==> src/rtl/pipe_seq_ctrl_pkg.sv <==
// Purpose : shared types for the pipeline sequencer (FSM state, per-buffer control bundle).
// Latency : n/a (types and constants only).
// Backpr. : n/a; the bundle carries the enables that stall each pipeline buffer.
package pipe_seq_ctrl_pkg;

    typedef enum logic [1:0] {
        RUN    = 2'd0,
        DRAIN  = 2'd1,
        HALTED = 2'd2
    } seq_state_e;

    // One enable/flush pair per pipeline register, plus the PC load enable.
    // Flush wins over enable inside each buffer register.
    typedef struct packed {
        logic pc_en;
        logic ifid_en;
        logic ifid_flush;
        logic idex_en;
        logic idex_flush;
        logic exmem_en;
        logic exmem_flush;
        logic memwb_en;
        logic memwb_flush;
    } pipe_ctrl_t;

    // Everything frozen and cleared: used while reset is held.
    localparam pipe_ctrl_t CTRL_RESET = '{pc_en: 1'b0, ifid_en: 1'b0, ifid_flush: 1'b1,
                                          idex_en: 1'b0, idex_flush: 1'b1,
                                          exmem_en: 1'b0, exmem_flush: 1'b1,
                                          memwb_en: 1'b0, memwb_flush: 1'b1};
    // Free-running pipeline.
    localparam pipe_ctrl_t CTRL_RUN = '{pc_en: 1'b1, ifid_en: 1'b1, ifid_flush: 1'b0,
                                        idex_en: 1'b1, idex_flush: 1'b0,
                                        exmem_en: 1'b1, exmem_flush: 1'b0,
                                        memwb_en: 1'b1, memwb_flush: 1'b0};
    // Load-use: hold PC and IF/ID, drop a bubble into ID/EX, let older work advance.
    localparam pipe_ctrl_t CTRL_LOAD_USE = '{pc_en: 1'b0, ifid_en: 1'b0, ifid_flush: 1'b0,
                                             idex_en: 1'b1, idex_flush: 1'b1,
                                             exmem_en: 1'b1, exmem_flush: 1'b0,
                                             memwb_en: 1'b1, memwb_flush: 1'b0};
    // Redirect: PC takes the target, the two wrong-path instructions are squashed.
    localparam pipe_ctrl_t CTRL_REDIRECT = '{pc_en: 1'b1, ifid_en: 1'b1, ifid_flush: 1'b1,
                                             idex_en: 1'b1, idex_flush: 1'b1,
                                             exmem_en: 1'b1, exmem_flush: 1'b0,
                                             memwb_en: 1'b1, memwb_flush: 1'b0};
    // Drain: stop fetching, squash the front end, let MEM and WB empty out.
    localparam pipe_ctrl_t CTRL_DRAIN = '{pc_en: 1'b0, ifid_en: 1'b1, ifid_flush: 1'b1,
                                          idex_en: 1'b1, idex_flush: 1'b1,
                                          exmem_en: 1'b1, exmem_flush: 1'b0,
                                          memwb_en: 1'b1, memwb_flush: 1'b0};
    // Data-memory wait: freeze everything up to EX/MEM; WB retires its instruction
    // and MEM/WB takes a bubble so the write is not repeated.
    localparam pipe_ctrl_t CTRL_MEM_STALL = '{pc_en: 1'b0, ifid_en: 1'b0, ifid_flush: 1'b0,
                                              idex_en: 1'b0, idex_flush: 1'b0,
                                              exmem_en: 1'b0, exmem_flush: 1'b0,
                                              memwb_en: 1'b1, memwb_flush: 1'b1};
    // Halted: nothing moves.
    localparam pipe_ctrl_t CTRL_HALT = '{pc_en: 1'b0, ifid_en: 1'b0, ifid_flush: 1'b0,
                                         idex_en: 1'b0, idex_flush: 1'b0,
                                         exmem_en: 1'b0, exmem_flush: 1'b0,
                                         memwb_en: 1'b0, memwb_flush: 1'b0};

endpackage

==> src/rtl/pipe_seq_ctrl_load_use_detect.sv <==
// Purpose : flags a load in EX whose destination is a source of the instruction in ID.
// Latency : purely combinational, same cycle.
// Backpr. : none; the sequencer decides whether the hazard actually stalls.
// Ports   : ex_memread/ex_rd (ID/EX load info), id_rs1/id_rs2 (ID sources) -> hazard.
module load_use_detect (
    input  logic       ex_memread,
    input  logic [4:0] ex_rd,
    input  logic [4:0] id_rs1,
    input  logic [4:0] id_rs2,
    output logic       hazard
);

    // x0 is hard-wired zero, so a load targeting it never creates a dependency.
    assign hazard = ex_memread && (ex_rd != 5'd0) &&
                    ((ex_rd == id_rs1) || (ex_rd == id_rs2));

endmodule

==> src/rtl/pipe_seq_ctrl.sv <==
// Purpose : 5-stage pipeline sequencer: PC/buffer enables+flushes, HALT drain, stall counter, dmem watchdog.
// Latency : control outputs are combinational from state and current inputs (0 cycles).
// Backpr. : dmem wait freezes PC..EX/MEM and bubbles MEM/WB; load-use holds PC and IF/ID.
// Ports   : hazard inputs from ID/EX/MEM -> pc_en, <buf>_en/<buf>_flush, halted, mem_timeout, stall_cnt.
module pipe_seq_ctrl
    import pipe_seq_ctrl_pkg::*;
#(
    parameter int MEM_TIMEOUT  = 255,
    parameter int DRAIN_CYCLES = 2,
    parameter int CNT_W        = 16
) (
    input  logic             clk,
    input  logic             reset,
    input  logic [4:0]       id_rs1,
    input  logic [4:0]       id_rs2,
    input  logic             ex_memread,
    input  logic [4:0]       ex_rd,
    input  logic             ex_redirect,
    input  logic             ex_halt,
    input  logic             mem_req,
    input  logic             mem_ready,
    output logic             pc_en,
    output logic             ifid_en,
    output logic             ifid_flush,
    output logic             idex_en,
    output logic             idex_flush,
    output logic             exmem_en,
    output logic             exmem_flush,
    output logic             memwb_en,
    output logic             memwb_flush,
    output logic             halted,
    output logic             mem_timeout,
    output logic [CNT_W-1:0] stall_cnt
);

    localparam int WAIT_W = (MEM_TIMEOUT > 1) ? $clog2(MEM_TIMEOUT + 1) : 1;
    localparam int DRN_W  = (DRAIN_CYCLES > 1) ? $clog2(DRAIN_CYCLES + 1) : 1;

    seq_state_e        state_q, state_d;
    logic [DRN_W-1:0]  drain_cnt_q, drain_cnt_d;
    logic [WAIT_W-1:0] wait_cnt_q, wait_cnt_d;
    logic [CNT_W-1:0]  stall_cnt_q;
    logic              timeout_q;

    pipe_ctrl_t        ctrl;
    logic              lu_hazard;
    logic              mem_stall;
    logic              timeout_hit;
    logic              count_stall;
    logic              set_timeout;

    load_use_detect u_load_use_detect (
        .ex_memread (ex_memread),
        .ex_rd      (ex_rd),
        .id_rs1     (id_rs1),
        .id_rs2     (id_rs2),
        .hazard     (lu_hazard)
    );

    assign mem_stall   = mem_req && !mem_ready;
    // Last tolerated wait cycle: if memory is still not ready now, give up.
    assign timeout_hit = mem_stall && (wait_cnt_q == WAIT_W'(MEM_TIMEOUT - 1));

    always_comb begin
        state_d     = state_q;
        drain_cnt_d = drain_cnt_q;
        wait_cnt_d  = '0;
        ctrl        = CTRL_RUN;
        count_stall = 1'b0;
        set_timeout = 1'b0;

        unique case (state_q)
            RUN, DRAIN: begin
                if (mem_stall) begin
                    // Memory wait dominates; other hazards are re-evaluated once it clears.
                    ctrl        = CTRL_MEM_STALL;
                    count_stall = 1'b1;
                    wait_cnt_d  = wait_cnt_q + WAIT_W'(1);
                    if (timeout_hit) begin
                        set_timeout = 1'b1;
                        state_d     = HALTED;
                    end
                end else if (state_q == DRAIN) begin
                    ctrl        = CTRL_DRAIN;
                    drain_cnt_d = drain_cnt_q - DRN_W'(1);
                    if (drain_cnt_q <= DRN_W'(1)) begin
                        state_d = HALTED;
                    end
                end else if (ex_halt) begin
                    ctrl        = CTRL_DRAIN;
                    drain_cnt_d = DRN_W'(DRAIN_CYCLES);
                    state_d     = DRAIN;
                end else if (ex_redirect) begin
                    // The instruction in ID is squashed, so a load-use bubble would be wasted.
                    ctrl = CTRL_REDIRECT;
                end else if (lu_hazard) begin
                    ctrl        = CTRL_LOAD_USE;
                    count_stall = 1'b1;
                end
            end
            HALTED: begin
                ctrl = CTRL_HALT;
            end
            default: begin
                ctrl    = CTRL_HALT;
                state_d = RUN;
            end
        endcase

        if (reset) begin
            ctrl = CTRL_RESET;
        end
    end

    always_ff @(posedge clk) begin
        if (reset) begin
            state_q     <= RUN;
            drain_cnt_q <= '0;
            wait_cnt_q  <= '0;
            stall_cnt_q <= '0;
            timeout_q   <= 1'b0;
        end else begin
            state_q     <= state_d;
            drain_cnt_q <= drain_cnt_d;
            wait_cnt_q  <= wait_cnt_d;
            if (count_stall && (stall_cnt_q != {CNT_W{1'b1}})) begin
                stall_cnt_q <= stall_cnt_q + CNT_W'(1);
            end
            if (set_timeout) begin
                timeout_q <= 1'b1;
            end
        end
    end

    assign pc_en       = ctrl.pc_en;
    assign ifid_en     = ctrl.ifid_en;
    assign ifid_flush  = ctrl.ifid_flush;
    assign idex_en     = ctrl.idex_en;
    assign idex_flush  = ctrl.idex_flush;
    assign exmem_en    = ctrl.exmem_en;
    assign exmem_flush = ctrl.exmem_flush;
    assign memwb_en    = ctrl.memwb_en;
    assign memwb_flush = ctrl.memwb_flush;

    assign halted      = (state_q == HALTED);
    assign mem_timeout = timeout_q;
    assign stall_cnt   = stall_cnt_q;

endmodule

==> config.mk <==
export PLATFORM = sky130hd
export DESIGN_NAME = pipe_seq_ctrl
export DESIGN_NICKNAME = d
export VERILOG_FILES = /design/src/rtl/pipe_seq_ctrl_pkg.sv /design/src/rtl/pipe_seq_ctrl_load_use_detect.sv /design/src/rtl/pipe_seq_ctrl.sv
export SDC_FILE = /design/constraint.sdc
export NUM_CORES = 1
export LEC_CHECK = 0
export CELL_PAD_IN_SITES_DETAIL_PLACEMENT = 1
export CELL_PAD_IN_SITES_GLOBAL_PLACEMENT = 2
export CORE_ASPECT_RATIO = 0.75
export CORE_MARGIN = 5
export CORE_UTILIZATION = 26
export DETAILED_ROUTE_END_ITERATION = 12
export PLACE_DENSITY_LB_ADDON = 0.1
export SLEW_MARGIN = 20
export SYNTH_ARGS = -nofsm -noshare
export SYNTH_HDL_FRONTEND = slang
export SYNTH_SLANG_ARGS = --single-unit
==> constraint.sdc <==
create_clock -name clk -period 2.56 [get_ports clk]
set_input_delay 0.512 -clock clk [delete_from_list [all_inputs] [get_ports clk]]
set_output_delay 0.512 -clock clk [all_outputs]
set_load 0.02 [all_outputs]
; ---- Word-level counts from Yosys, hierarchy flattened
; Cells that the tools add are included.
[op_classes]
n_reduce_logical = 14
n_mux = 24
n_addsub = 3
n_eq_ne = 9
n_bitwise = 3
n_lt_le_gt_ge = 1
[ops]
columns = op, count
row1 = two-way mux 9 bit, 7
row2 = adder 16 x 1 -> 16 bit (second input constant), 1
row3 = inequality test 16 bit (second input constant), 1
row4 = two-way mux 2 bit, 7
row5 = == test 5 bit, 2
row6 = two-way mux 1 bit, 9
row7 = adder 8 x 1 -> 8 bit (second input constant), 1
row8 = == test 8 bit (second input constant), 1
row9 = inequality test 4 bit (second input constant), 2
row10 = logical AND 1 bit, 5
row11 = nonzero test 5 bit, 1
row12 = one-hot mux 2 bit (2 select lines), 1
row13 = AND reduction 4 bit, 1
row14 = inequality test 3 bit (second input constant), 1
row15 = NOT 1 bit, 3
row16 = AND reduction 3 bit, 1
row17 = OR reduction 3 bit, 1
row18 = == test 2 x 1 -> 1 bit (second input constant), 1
row19 = == test 2 bit (second input constant), 1
row20 = less-or-equal comparator 2 x 1 -> 1 bit (second input constant), 1
row21 = zero test 2 bit, 1
row22 = nonzero test 2 bit, 1
row23 = OR reduction 2 bit, 1
row24 = subtractor 2 x 1 -> 2 bit (second input constant), 1
row25 = 2 further kinds, 2
[word_totals]
ff_bits = 29
input_bits = 22

; ---- Depth between registers and ports, before layout
; Gate-level depths: netlist (run 1).
[depth]
word_depth = 10
ltp_mapped = 8
ltp_nobuf = 8

; ---- Hierarchy
; From an unflattened synthesis (run 1), not the netlist that was laid out.
[hier_totals]
hier_cells = 199
area_unflattened_um2 = 1681.6
[modules_own_cells]
columns = module, seq_area_each_um2, area_each_um2, cells_each, n_inst
row1 = pipe_seq_ctrl, 580.6, 1556.5, 182, 1
row2 = load_use_detect, 0.0, 125.1, 17, 1

; ---- Least setup slack after synthesis (run 1)
; No wires, ideal clock.
[synth_timing]
kind = input -> output
startpoint = in ex_rd[0]
endpoint = out pc_en
required_time_ps = 2048
slack_ps = 181
path_stages = 5
t_arrival_ps = 1867
path_cell_list = or4_1 -> o21ai_1 -> nor2b_1 -> nor2b_1 -> nor3_1
[synth_between]
elab_chain_len = 10
elab_cells_between_ends = 13
classes_between = eq/ne: 2 / mux: 7 / reduce/logical: 4
[synth_lines]
columns = item, line_no
row1 = "start, declared", pipe_seq_ctrl.sv:17  ; input logic [4:0] ex_rd,
row2 = == test 5 bit / nonzero test 5 bit (equally long branches), "pipe_seq_ctrl_load_use_detect.sv:15, pipe_seq_ctrl_load_use_detect.sv:14"
row3 = logical OR 1 bit / logical AND 1 bit (equally long branches), "pipe_seq_ctrl_load_use_detect.sv:15, pipe_seq_ctrl_load_use_detect.sv:14"
row4 = logical AND 1 bit *, pipe_seq_ctrl_load_use_detect.sv:14  ; assign hazard = ex_memread && (ex_rd != 5'd0) &&
row5 = two-way mux 9 bit *, pipe_seq_ctrl.sv:96  ; end else if (lu_hazard) begin
row6 = two-way mux 9 bit *, pipe_seq_ctrl.sv:93  ; end else if (ex_redirect) begin
row7 = two-way mux 9 bit *, pipe_seq_ctrl.sv:89  ; end else if (ex_halt) begin
row8 = two-way mux 9 bit *, pipe_seq_ctrl.sv:83  ; end else if (state_q == DRAIN) begin
row9 = two-way mux 9 bit *, pipe_seq_ctrl.sv:74  ; if (mem_stall) begin
row10 = two-way mux 9 bit *, pipe_seq_ctrl.sv:72  ; unique case (state_q)
row11 = two-way mux 9 bit *, pipe_seq_ctrl.sv:110  ; if (reset) begin
row12 = "end, declared", pipe_seq_ctrl.sv:22  ; output logic pc_en,
; Mark *: on every way between the ends. The rest lies on a longest branch, timed or not.

; ---- Final worst setup path (run 1)
[layout_timing]
startpoint = in ex_rd[2]
endpoint = out pc_en
; The elaborated chain is that of the path after synthesis.

==> flow_summary.yaml, run 1 <==
yosys:
  synth_compound_area_share_pct: 15.6
  synth_cell_types: 38
  async_reset_ff_share_pct: 0
  synth_ff_type: "dfxtp_1"
  yosys_warnings: 0
  synth-simple-area-share_pct: 29.8
  synth.avg_cell_area_um2: 8.18
  synth_adder_area_share_pct: 3.06
  synth_area_mm2: 0.00164
  yosysSeqAreaShare_pct: 35.5
  synth_edf_count: 0
  synth_mux_area_share_pct: 3.98
  ys_seq_elements: 29
  synth_top_family_by_area: "simple AND/OR/NAND/NOR gates"
  synth_nets: 226
  synth_xor_area_share_pct: 7.49
  syn_inst: 200
critical_path:
  critPathLaunchType: "input pin"
  cp.arrival_ps: 1990
  worstPathRequired_ps: 2050
  path_max_fanout: 2
  critPathKind: "input pin to output pin"
  cp-end-kind: "output pin"
layout:
  antenna-diode-count: 0
  final-instance-count-excl-fill: 355
  drive_gt1_share_pct: 19.3
  nets: 299
  area_growth_pct: 55.2
  nFillCells: 728
place:
  dp_hpwl_um: 3930
  io_buffer_count: 48
  place.gp.congestion: 0.679
  place_inst: 346
global_route:
  antenna_found_initial: 0
  grt_max_degree: 19
  grt_pass1_wl_um: 8490
  grt_pass1_vias: 1693
  overflow: 0
  grtUsageTotal_pct: 13.5
timing:
  final_max_slew_viol_count: 0
  finalHoldViolCount: 0
  period_share_pct: 97.9
  setup_viol_count_final: 0
  slew_headroom_pct: 75.2
  fmax_mhz: 399
  fin_crit_ps: 2510
  worst_pin_slew_ps: 362
  tns_ps: 0
  fin_skew_ps: 6.00
  holdWs_ps: 478
run:
  cap_viol_max_count: 0
floorplan:
  start_util_pct: 26.3
  fp.dieArea_mm2: 0.00800
  row_count: 25
  die_y_um: 78.7
  core_region_area_mm2: 0.00622
  pin_count: 49
  die_w_um: 102
power:
  ir_worst_vdd_mv: 0.193
  power_density_mw_per_mm2: 481
  power.total_mw: 1.22
  leakage_nw: 1.02
clock_network:
  clockRootBuffer: "clkbuf_8"
  cts_sinks: 29
  h-tree-depth: 2
  clk_path_buf_depth: 2
  tritoncts: "done"
  clock_latency_ps: 290
  clk_pin_slew_ps: 70
  numCtsBuffers: 5
outcome:
  status: "finished clean"
drt:
  drc_errors: 0
  routed_wl_um: 5020
  drt_iter0_drc: 47
  vias: 1685
  avgRoutedWirePerCell_um: 14.1
  via_per_inst: 4.75
  postRouteAntennaNets: 0
  firstDrtPassIters: 4
min_path:
  hold_class: "flip-flop to flip-flop"
## critical path, stage by stage
cell and delay, ps:
dlygate4sd2_1 260, or4_4 550, o21ai_4 170, nor2b_4 50, nor2b_4 130, nor3_2 150
buf_4 160
## synth_stat cells, types with 3 or more instances
cell | n | area share (%)
nand4_1 | 7 | 2.7
or3_1 | 13 | 5.0
clkbuf_1 | 3 | 0.69
inv_1 | 5 | 1.1
o21ai_0 | 15 | 4.6
nand2_1 | 12 | 2.8
mux2_1 | 3 | 2.1
buf_2 | 3 | 0.92
buf_4 | 4 | 1.8
nand3_1 | 11 | 3.4
nand2b_1 | 4 | 1.5
ha_1 | 4 | 3.1
a21oi_1 | 16 | 4.9
a21o_1 | 3 | 1.4
dfxtp_1 | 29 | 35
xnor2_1 | 11 | 5.9
nor2_1 | 18 | 4.1
nor2b_1 | 9 | 3.4
and3_1 | 4 | 1.5
xor2_1 | 3 | 1.6
## metal layers
| metal | vias up | wire length, um | track usage, % |
|---|---|---|---|
| met3 | 6 | 236 | 4.57 |
| met2 | 25 | 2070 | 18.4 |
| li1 | 857 | - | - |
| met5 | - | 0 | 0 |
| met4 | 0 | 59 | 3.59 |
| met1 | 797 | 2650 | 19.8 |
## placed cells by master (no fill, tap or decap), drive strengths merged, types with 2 or more instances in the layout
cell type      synthesis  final
clkdlybuf4s50          0     32
buf                    7     31
dfxtp                 29     29
nor2                  18     18
a21oi                 16     16
o21ai                 16     16
or3                   13     13
nand2                 12     12
nand3                 11     11
xnor2                 11     11
dlygate4sd2            0      9
nor2b                  9      9
nand4                  7      7
inv                    5      5
clkbuf                 3      5
nand2b                 4      4
and3                   4      4
ha                     4      4
dlymetal6s2s           0      4
mux2                   4      4
a21o                   3      3
xor2                   3      3
and4                   2      2
and2                   2      2
mux2i                  2      2
o22ai                  2      2
nor3                   2      2
or2                    2      2
## final timing paths
| kind | start | endpoint | slack, ps | cells past startpoint |
|---|---|---|---|---|
| setup / recovery | ex_rd[2] | pc_en | 50 | 7 |
| hold / removal | wait_cnt_q[0] | wait_cnt_q[0] | 480 | 1 |
| setup reg to reg | stall_cnt[2] | stall_cnt[0] | 510 | 6 |
| hold reg to reg | wait_cnt_q[0] | wait_cnt_q[0] | 480 | 1 |
## final cells by class
type	instances	area, um2	share of cell area, %
Clock buffer	5	68.8	2.71
Clock inverter	3	46.3	1.82
Inverter	5	18.8	0.739
Multi-Input combinational cell	156	1040	41.0
Sequential cell	29	581	22.9
Tap cell	81	101	3.99
Timing Repair Buffer	76	683	26.9
## cell families after synthesis
| kind of cell | count (synthesis) |
|---|---|
| AOI/OAI and AO/OA | 42 |
| xor gates and xnor gates | 14 |
| adders and majority gates | 4 |
| buffers and inverters | 15 |
| DFF | 29 |
| muxes | 6 |
| and+or+nand+nor | 90 |
## through the flow
step | util, % | setup WS, ps | cell area [um2]
2_1_floorplan | - | 181 | 1640
3_3_place_gp | 38.0 | -579 | 2360
3_5_place_dp | 38.0 | -589 | 2360
4_1_cts | 39.8 | 18.3 | 2480
5_1_grt | 40.8 | -3.50 | 2540
6_report | 40.8 | 53.1 | 2540
## sequential cells by signal (all words and copies together), names as in the netlist
signal	flops
wait_cnt_q	8
mem_timeout	1
state_q	2
stall_cnt	16
drain_cnt_q	2
## what timing repair did
action | 4_1_cts | 5_1_grt
setup buffers | 0 | 1
setup endpoints to repair | 7 | 3
hold buffers | 0 | 0
gates resized for setup | 28 | 13
pin swaps | 4 | 6
## power by group
group | switching [mW] | internal, mW
combinational | 0.124 | 0.128
sequential | 0.0125 | 0.463
clock | 0.203 | 0.291
total | 0.340 | 0.882
Note: power is estimated with default switching activity, not from simulation.
==> inputs of run 2 (changes only) <==
SETUP_SLACK_MARGIN = 0.05   (was unset)
==> flow_summary.yaml, run 2 (same netlist as run 1, synthesis figures left out) <==
critical_path:
  rr_worst_depth: 6
  path_buf_inv: 3
  cp-end-kind: "output pin"
  worstPathRequired_ps: 2050
  path_depth: 7
  critPathLaunchType: "input pin"
  path_max_fanout: 2
  critPathKind: "input pin to output pin"
  critPathMaxStageDelay_ps: 550
  slowest_stage: "or4_4"
  cp.arrival_ps: 1940
  cpLargestDelayFamily: "simple AND/OR/NAND/NOR gates"
  crit_chain: "dlygate4sd2_1, or4_4, o21ai_4, nor2b_4, buf_4, a21o_1, buf_2"
global_route:
  overflow: 0
  grt_pass1_wl_um: 8530
  grt_max_degree: 19
  grt_pass1_vias: 1701
  grtUsageTotal_pct: 13.5
  antenna_found_initial: 0
min_path:
  hold_path_depth: 1
  hold_class: "flip-flop to flip-flop"
floorplan:
  start_util_pct: 26.3
  pin_count: 49
  row_count: 25
  die_w_um: 102
  fp.dieArea_mm2: 0.00800
  die_y_um: 78.7
  core_region_area_mm2: 0.00622
layout:
  largest_register_ffs: 16
  drive_gt1_share_pct: 20.8
  antenna-diode-count: 0
  final_util_pct: 41.5
  final_cell_mix: "dfxtp_1 (29), buf_4 (28), clkdlybuf4s50_1 (27), nor2_1 (18)"
  final_common_cell: "dfxtp_1"
  area_growth_pct: 58.0
  nets: 299
drt:
  vias: 1686
  drt_iter0_drc: 50
  avgRoutedWirePerCell_um: 14.2
  via_per_inst: 4.75
  postRouteAntennaNets: 0
  firstDrtPassIters: 4
  drc_errors: 0
  routed_wl_um: 5050
clock_network:
  clk_pin_slew_ps: 70
  tritoncts: "done"
  clk_path_buf_depth: 2
  clockRootBuffer: "clkbuf_8"
  cts_sinks: 29
  h-tree-depth: 2
  numCtsBuffers: 5
  clock_latency_ps: 290
power:
  power.total_mw: 1.22
  power_density_mw_per_mm2: 474
  ir_worst_vdd_mv: 0.193
  leakage_nw: 1.09
timing:
  fin_crit_ps: 2450
  worst_pin_slew_ps: 353
  final_max_slew_viol_count: 0
  period_share_pct: 95.7
  fin_skew_ps: 5.72
  finalHoldViolCount: 0
  setup_viol_count_final: 0
  tns_ps: 0
  rsz0062_at_grt: "false"
  fmax_mhz: 408
  holdWs_ps: 478
  slew_headroom_pct: 75.9
outcome:
  status: "finished clean"
run:
  cap_viol_max_count: 0
place:
  io_buffer_count: 48
  dp_hpwl_um: 3930
  place.gp.congestion: 0.679
## run 2: cell count changes in the layout (fill, tap and decap cells not counted), sizes merged
cell,previous run,this run
dlymetal6s2s,4,9
clkdlybuf4s50,32,27
## run 2: final cells by class
cell class / count / area (um2)
clock inverters: 3 / 46.3
repair buffers: 76 / 699
flip-flops and latches: 29 / 581
fillers: 722 / 3640
clock buffers: 5 / 68.8
inverters: 5 / 18.8
multi-input cells: 156 / 1070
well taps: 81 / 101
## run 2: where the power goes
group | switching (mW) | internal, mW
Combinational | 0.127 | 0.131
Sequential | 0.0124 | 0.463
Clock | 0.200 | 0.291
Total | 0.340 | 0.885
## run 2: stage by stage
stage	area (um2)	cells	setup WS, ps
floorplan	1640	200	181
global placement	2360	346	-579
detailed placement	2360	346	-589
CTS	2490	355	18.3
global route	2590	355	30.9
finish	2590	355	111
## run 2: final timing paths
check | from | end | slack, ps
worst max-delay path | ex_rd[0] | idex_flush | 110
worst min-delay path | wait_cnt_q[0] | wait_cnt_q[0] | 480
worst max register to register | stall_cnt[2] | stall_cnt[0] | 510
worst min register to register | wait_cnt_q[0] | wait_cnt_q[0] | 480
## run 2: what timing repair did
action,in CTS,in global routing
buffers inserted,1,0
pin swaps,6,14
setup endpoints to repair,7,4
hold buffers,0,0
resized for setup,29,22
endpoints found under the hold margin,0,0
## run 2: metal layers
metal | track usage, % | vias to the layer above | share of wire [%]
met5 | 0 | - | 0
met3 | 4.65 | 4 | 4.4
met1 | 19.8 | 803 | 53
li1 | - | 855 | -
met4 | 3.59 | 0 | 1.2
met2 | 18.5 | 24 | 42
==> patch 1: new RTL, config.mk and constraints of run 1 <==
`MEM_TIMEOUT`: 255 -> 510.
--- a/src/rtl/pipe_seq_ctrl.sv
+++ b/src/rtl/pipe_seq_ctrl.sv
@@ -6,5 +6,5 @@
     import pipe_seq_ctrl_pkg::*;
 #(
-    parameter int MEM_TIMEOUT  = 255,
+    parameter int MEM_TIMEOUT  = 510,
     parameter int DRAIN_CYCLES = 2,
     parameter int CNT_W        = 16
Check against the original RTL: same outputs for any inputs over 10 cycles, from zero or initial values and one cycle with reset high; that may be too few to reach the edited logic, so the function may still have changed.
==> patch 1 against run 1 <==
Power rose by 0.40%. Sequential cell count rose by 1. Via count fell by 2.1%. Count of clock-buffer cells in the layout rose by 1. Non-clock buffer count fell by 8. Sequential power rose by 4.6%. Setup slack got worse by 32 ps. Final area fell by 2.4%. Maximum frequency fell by 1.3%. Wire length rose by 0.82%. Area after synthesis rose by 0.38%.
==> patch 1: results (changes against run 1) <==
** Global route
- M1 GR Usage :: 16.0% (-3.8 points)
- Global-route wire length before repair :: 8230 um (-3.1%)
- Largest net degree at the start of global routing :: 31 (+12)
- M3 GR Usage :: 3.34% (-1.2 points)
- Met2 GRT Util :: 22.5% (+4.1 points)
- Overall global routing resource usage :: 12.8% (-0.64 points)

** Finish
- The final layout net count was 284 (-5.0%).
- The number of fill cells is 757 (+4.0%).
- The clock-cell share of area came to 4.54% (+0.0089 points).
- The area taken by multi-input logic gates came to 1000 um2 (-3.8%).
- The layout clock buffer count was 6 (+1).
- The non-filler instance count after layout came to 339 (-4.5%).
- Proportion of final cell area spent on non-clock buffers :: 26.0% (-0.86 points)
- The number of multi-input combinational cells in the layout was 148 (-5.1%).
- The ratio of cells with drive above 1 in the final layout was 16.3% (-3.1 points).
- Number of signal-net buffers in the layout :: 68 (-11%)

** Min path
- Hold_sp :: mem_timeout$_SDFFE_PP0P_

** Power
- The worst ir drop on vdd was 0.206 mV (+6.9%).
- The power share of the combinational group came to 19.4% (-1.3 points).
- The switching part of the total came to 25.6% (-2.2 points).
- Total power divided by cell area :: 495 nW/um2 (+2.8%)

** Placement
- Gpl congestion :: 0.775 (+14%)
- Cells after DPL :: 330 (-4.6%)
- The worst slack at placement came to -516 ps (+73.1 ps).
- Detailed-placement wirelength estimate :: 3900 um (-0.81%)

** STA
- The smallest hold slack is 494 ps (+15.8 ps).
- The time the worst path needs with I/O delays and setup is 2540 ps (+31.9 ps).
- Final worst clock skew :: 5.09 ps (-0.910 ps)

** Yosys
- Seq/Total Area, Yosys :: 36.6% (+1.1 points)
- List of most frequent post-synthesis cells :: sky130_fd_sc_hd__dfxtp_1 (30), sky130_fd_sc_hd__nor2_1 (18), sky130_fd_sc_hd__a21oi_1 (15)
- Number of cells produced by synthesis :: 192 (-4.0%)
- Yosys attributes the largest share of cell area to sky130_fd_sc_hd__dfxtp_1 (37%), sky130_fd_sc_hd__xnor2_1 (5.9%), sky130_fd_sc_hd__a21oi_1 (4.6%).
- Syn nets :: 218 (-3.5%)

** Worst setup path
- Worst setup path startpoint :: id_rs2[2]
- The critical-path maximum fanout came to 3 (+1).
- Slowest cell on the critical path :: sky130_fd_sc_hd__clkdlybuf4s50_1
- Worst reg2reg path depth :: 8 (+2)
- Slack of the worst reg-to-reg path :: 180 ps (-330 ps)
- The data arrival time of the worst path is 2030 ps (+40 ps).
- The startpoint identified for the worst register-to-register timing path is stall_cnt[0]$_SDFFE_PP0P_.
- Largest delay share family, worst path :: buffers and inverters

** Detailed routing
- Met3 wire len :: 156 um (-34%)
- The sum of routed wire segments on met1 was 2250 um (-15%).
- The detailed-route vias per instance came to 4.87 (+2.5%).
- Number of violations reported at the end of detailed-routing iteration 0 :: 33 (-30%)
- Routed wire per std cell :: 14.9 um (+5.6%)

** Clocking
- Number of clock sinks :: 30 (+3.4%)

** Run status
- The run finished with clean final reports.
## patch 1: cell types whose count changed in the layout (fill, tap and decap cells not counted), sizes merged, moves of 4 or more
| cell | before | now |
|---|---|---|
| nor2b | 9 | 1 |
| or3 | 13 | 8 |
| o31ai | 0 | 5 |
| nand4 | 7 | 2 |
| xor2 | 3 | 7 |
| dlygate4sd2 | 9 | 4 |
| buf | 31 | 23 |
| or4 | 1 | 6 |
| o21ai | 16 | 10 |
## patch 1: kinds of logic (layout without fill, tap and decap cells)
kind of cell,Yosys count,count (layout),synth area share (%)
buffers and inverters,14,80,4.87
muxes,2,2,1.29
DFF,30,30,36.6
xor gates and xnor gates,18,18,9.60
AOI/OAI and AO/OA,49,49,20.6
and+or+nand+nor,75,75,24.1
adders and majority gates,4,4,3.05
## patch 1: timing repair
item / 4_1_cts / 5_1_grt
hold endpoints to repair: 0 / 0
pin swaps: 4 / 2
resized for setup: 21 / 10
endpoints found under the setup margin: 7 / 12
buffers inserted: 2 / 0
==> patch 2: new RTL, config.mk and constraints of run 1 <==
Without the edit above. Register the output `mem_timeout` once more, with the module's reset; this adds one clock of latency there. The other outputs are not delayed to match.
--- a/src/rtl/pipe_seq_ctrl.sv
+++ b/src/rtl/pipe_seq_ctrl.sv
@@ -144,5 +144,11 @@
 
     assign halted      = (state_q == HALTED);
-    assign mem_timeout = timeout_q;
+    always_ff @(posedge clk) begin
+        if (reset) begin
+            mem_timeout <= '0;
+        end else begin
+            mem_timeout <= timeout_q;
+        end
+    end
     assign stall_cnt   = stall_cnt_q;
 
Behaviour: no difference found for any inputs over 10 cycles, from zero or initial values and one cycle with reset high; that may be too few to reach the edited logic, so the function may still have changed.
==> patch 2 against run 1 <==
Setup slack better by 8.1 ps. Wire length fell by 8.4%. Final area is 1.9% lower. Area after synthesis up 3.6%. Power increased by 1.3%. Synthesized cell count shrank 2.0%. Sequential cell count is 1 higher. First-iteration DRC count down 43%. Highest routed layer unchanged. Non-clock buffer count is 5 lower.
==> patch 2: results (changes against run 1) <==
** Run status
- Result of the run :: complete, no violations

** Detailed routing
- Wire length after detailed routing :: 4600 um (-8.4%)
- Routed wire per std cell :: 13.3 um (-5.7%)
- Number of violations reported at the end of detailed-routing iteration 0 :: 27 (-43%)
- The total number of vias was 1624 (-3.6%).

** Yosys
- Multiplexer share of the synthesized area :: 1.85% (-2.1 points)
- Xor/xnor cell area share of the yosys netlist :: 7.75% (+0.26 points)
- The area fraction in compound gates after synthesis is 19.5% (+3.9 points).
- Number of different library cells in the post-synthesis netlist :: 49 (+29%)
- Syn nets :: 222 (-1.8%)
- Ranked by total cell area, the synthesized netlist is headed by sky130_fd_sc_hd__dfxtp_1 (35%), sky130_fd_sc_hd__xnor2_1 (5.7%), sky130_fd_sc_hd__nor2_1 (5.1%).
- Post-synthesis area per instance :: 8.65 um2 (+5.7%)
- After synthesis, the most frequently instantiated cells are sky130_fd_sc_hd__dfxtp_1 (30), sky130_fd_sc_hd__nor2_1 (23), sky130_fd_sc_hd__a21oi_1 (16).

** Worst setup path
- STA classifies the critical path endpoint as a flop.
- The data arrival time of the worst path was 2710 ps (+720 ps).
- Maximum fanout along the worst path :: 30 (+28)
- Worst setup path startpoint :: ex_redirect
- Among all stages on the critical path, the largest delay is contributed by sky130_fd_sc_hd__or4b_1.

** Power
- Leak :: 0.880 nW (-14%)
- The worst ir drop on vdd is 0.222 mV (+15%).

** Placement
- The worst slack at placement was -440 ps (+149 ps).
- Gpl congestion :: 0.720 (+6.1%)
- The number of cells after detailed placement is 336 (-2.9%).

** Global route
- Overall global routing resource usage :: 12.0% (-1.4 points)
- The number of global-route vias before repair came to 1671 (-1.3%).

** Min path
- Hold_sp :: timeout_q$_SDFFE_PP0P_

** STA
- The final clock skew came to 2.50 ps (-3.50 ps).

** Finish
- The number of fill cells is 753 (+3.4%).
==> patch 2: cell count changes in the layout (fill, tap and decap cells not counted), sizes merged, moves of 5 or more <==
| cell | change |
|---|---|
| buf | -5 |
| nor2 | +5 |
| nor2b | -6 |
| o21ai | -6 |
| o31ai | +6 |
| or4 | +7 |
==> patch 2: report_power, final <==
group,internal [mW],leakage [nW],total (mW),switching (mW)
clock,0.311,0.0573,0.496,0.184
sequential,0.479,0.243,0.489,0.0105
combinational,0.134,0.580,0.253,0.119
total,0.924,0.880,1.24,0.314
==> patch 2: worst reg2reg max path: stages, from the launching register on <==
cell and delay (ps):
sky130_fd_sc_hd__dfxtp_1 310, sky130_fd_sc_hd__nor2b_4 120, sky130_fd_sc_hd__or3_4 340, sky130_fd_sc_hd__buf_4 150
sky130_fd_sc_hd__a2111oi_4 280, sky130_fd_sc_hd__a21oi_2 110, sky130_fd_sc_hd__buf_12 170, sky130_fd_sc_hd__or4b_1 490
sky130_fd_sc_hd__a21oi_2 150
==> patch 2: layer usage <==
metal / track usage [%] / up-vias / part of all wire, %
li1: - / 841 / -
met1: 17.3 / 740 / 53
met2: 16.6 / 41 / 39
met3: 4.54 / 2 / 7.4
met4: 3.10 / 0 / 0.59
met5: 0 / - / 0
==> patch 2: kinds of logic after synthesis <==
| logic type | after synthesis |
|---|---|
| buf+inv | 16 |
| flops | 30 |
| simple gates | 80 |
| mux | 3 |
| xor+xnor | 15 |
| fa+ha+maj | 4 |
| compound gates | 48 |
==> patch 2: worst paths after layout <==
check / to / slack [ps] / depth (start not counted)
worst max-delay path: stall_cnt[11]$_SDFFE_PP0P_ / 60 / 8
worst min-delay path: mem_timeout$_SDFF_PP0_ / 470 / 1
worst min register to register: mem_timeout$_SDFF_PP0_ / 470 / 1
worst max register to register: stall_cnt[11]$_SDFFE_PP0P_ / 360 / 8
==> patch 2: area by class of cell <==
cell class / count / share of cell area [%]
Multi-Input combinational cell: 150 / 40.4
Timing Repair Buffer: 71 / 26.1
Sequential cell: 30 / 24.1
Tap cell: 81 / 4.07
Clock buffer: 6 / 3.31
Clock inverter: 1 / 1.20
Inverter: 6 / 0.904
==> patch 2: timing repair <==
item                                    4_1_cts  5_1_grt
hold buffers                                  0        0
endpoints found under the setup margin        7        6
buffers inserted                              1        1
pin swaps                                     3        3
gates resized for setup                      22        4
==> patch 2: metrics by stage <==
stage	power, mW	TNS [ps]	area (um2)
finish	1.24	0	2490
global route	1.31	-8.75	2490
CTS	1.26	0	2480
detailed placement	0.758	-3820	2360
global placement	0.757	-3890	2360
floorplan	0.644	0	1700
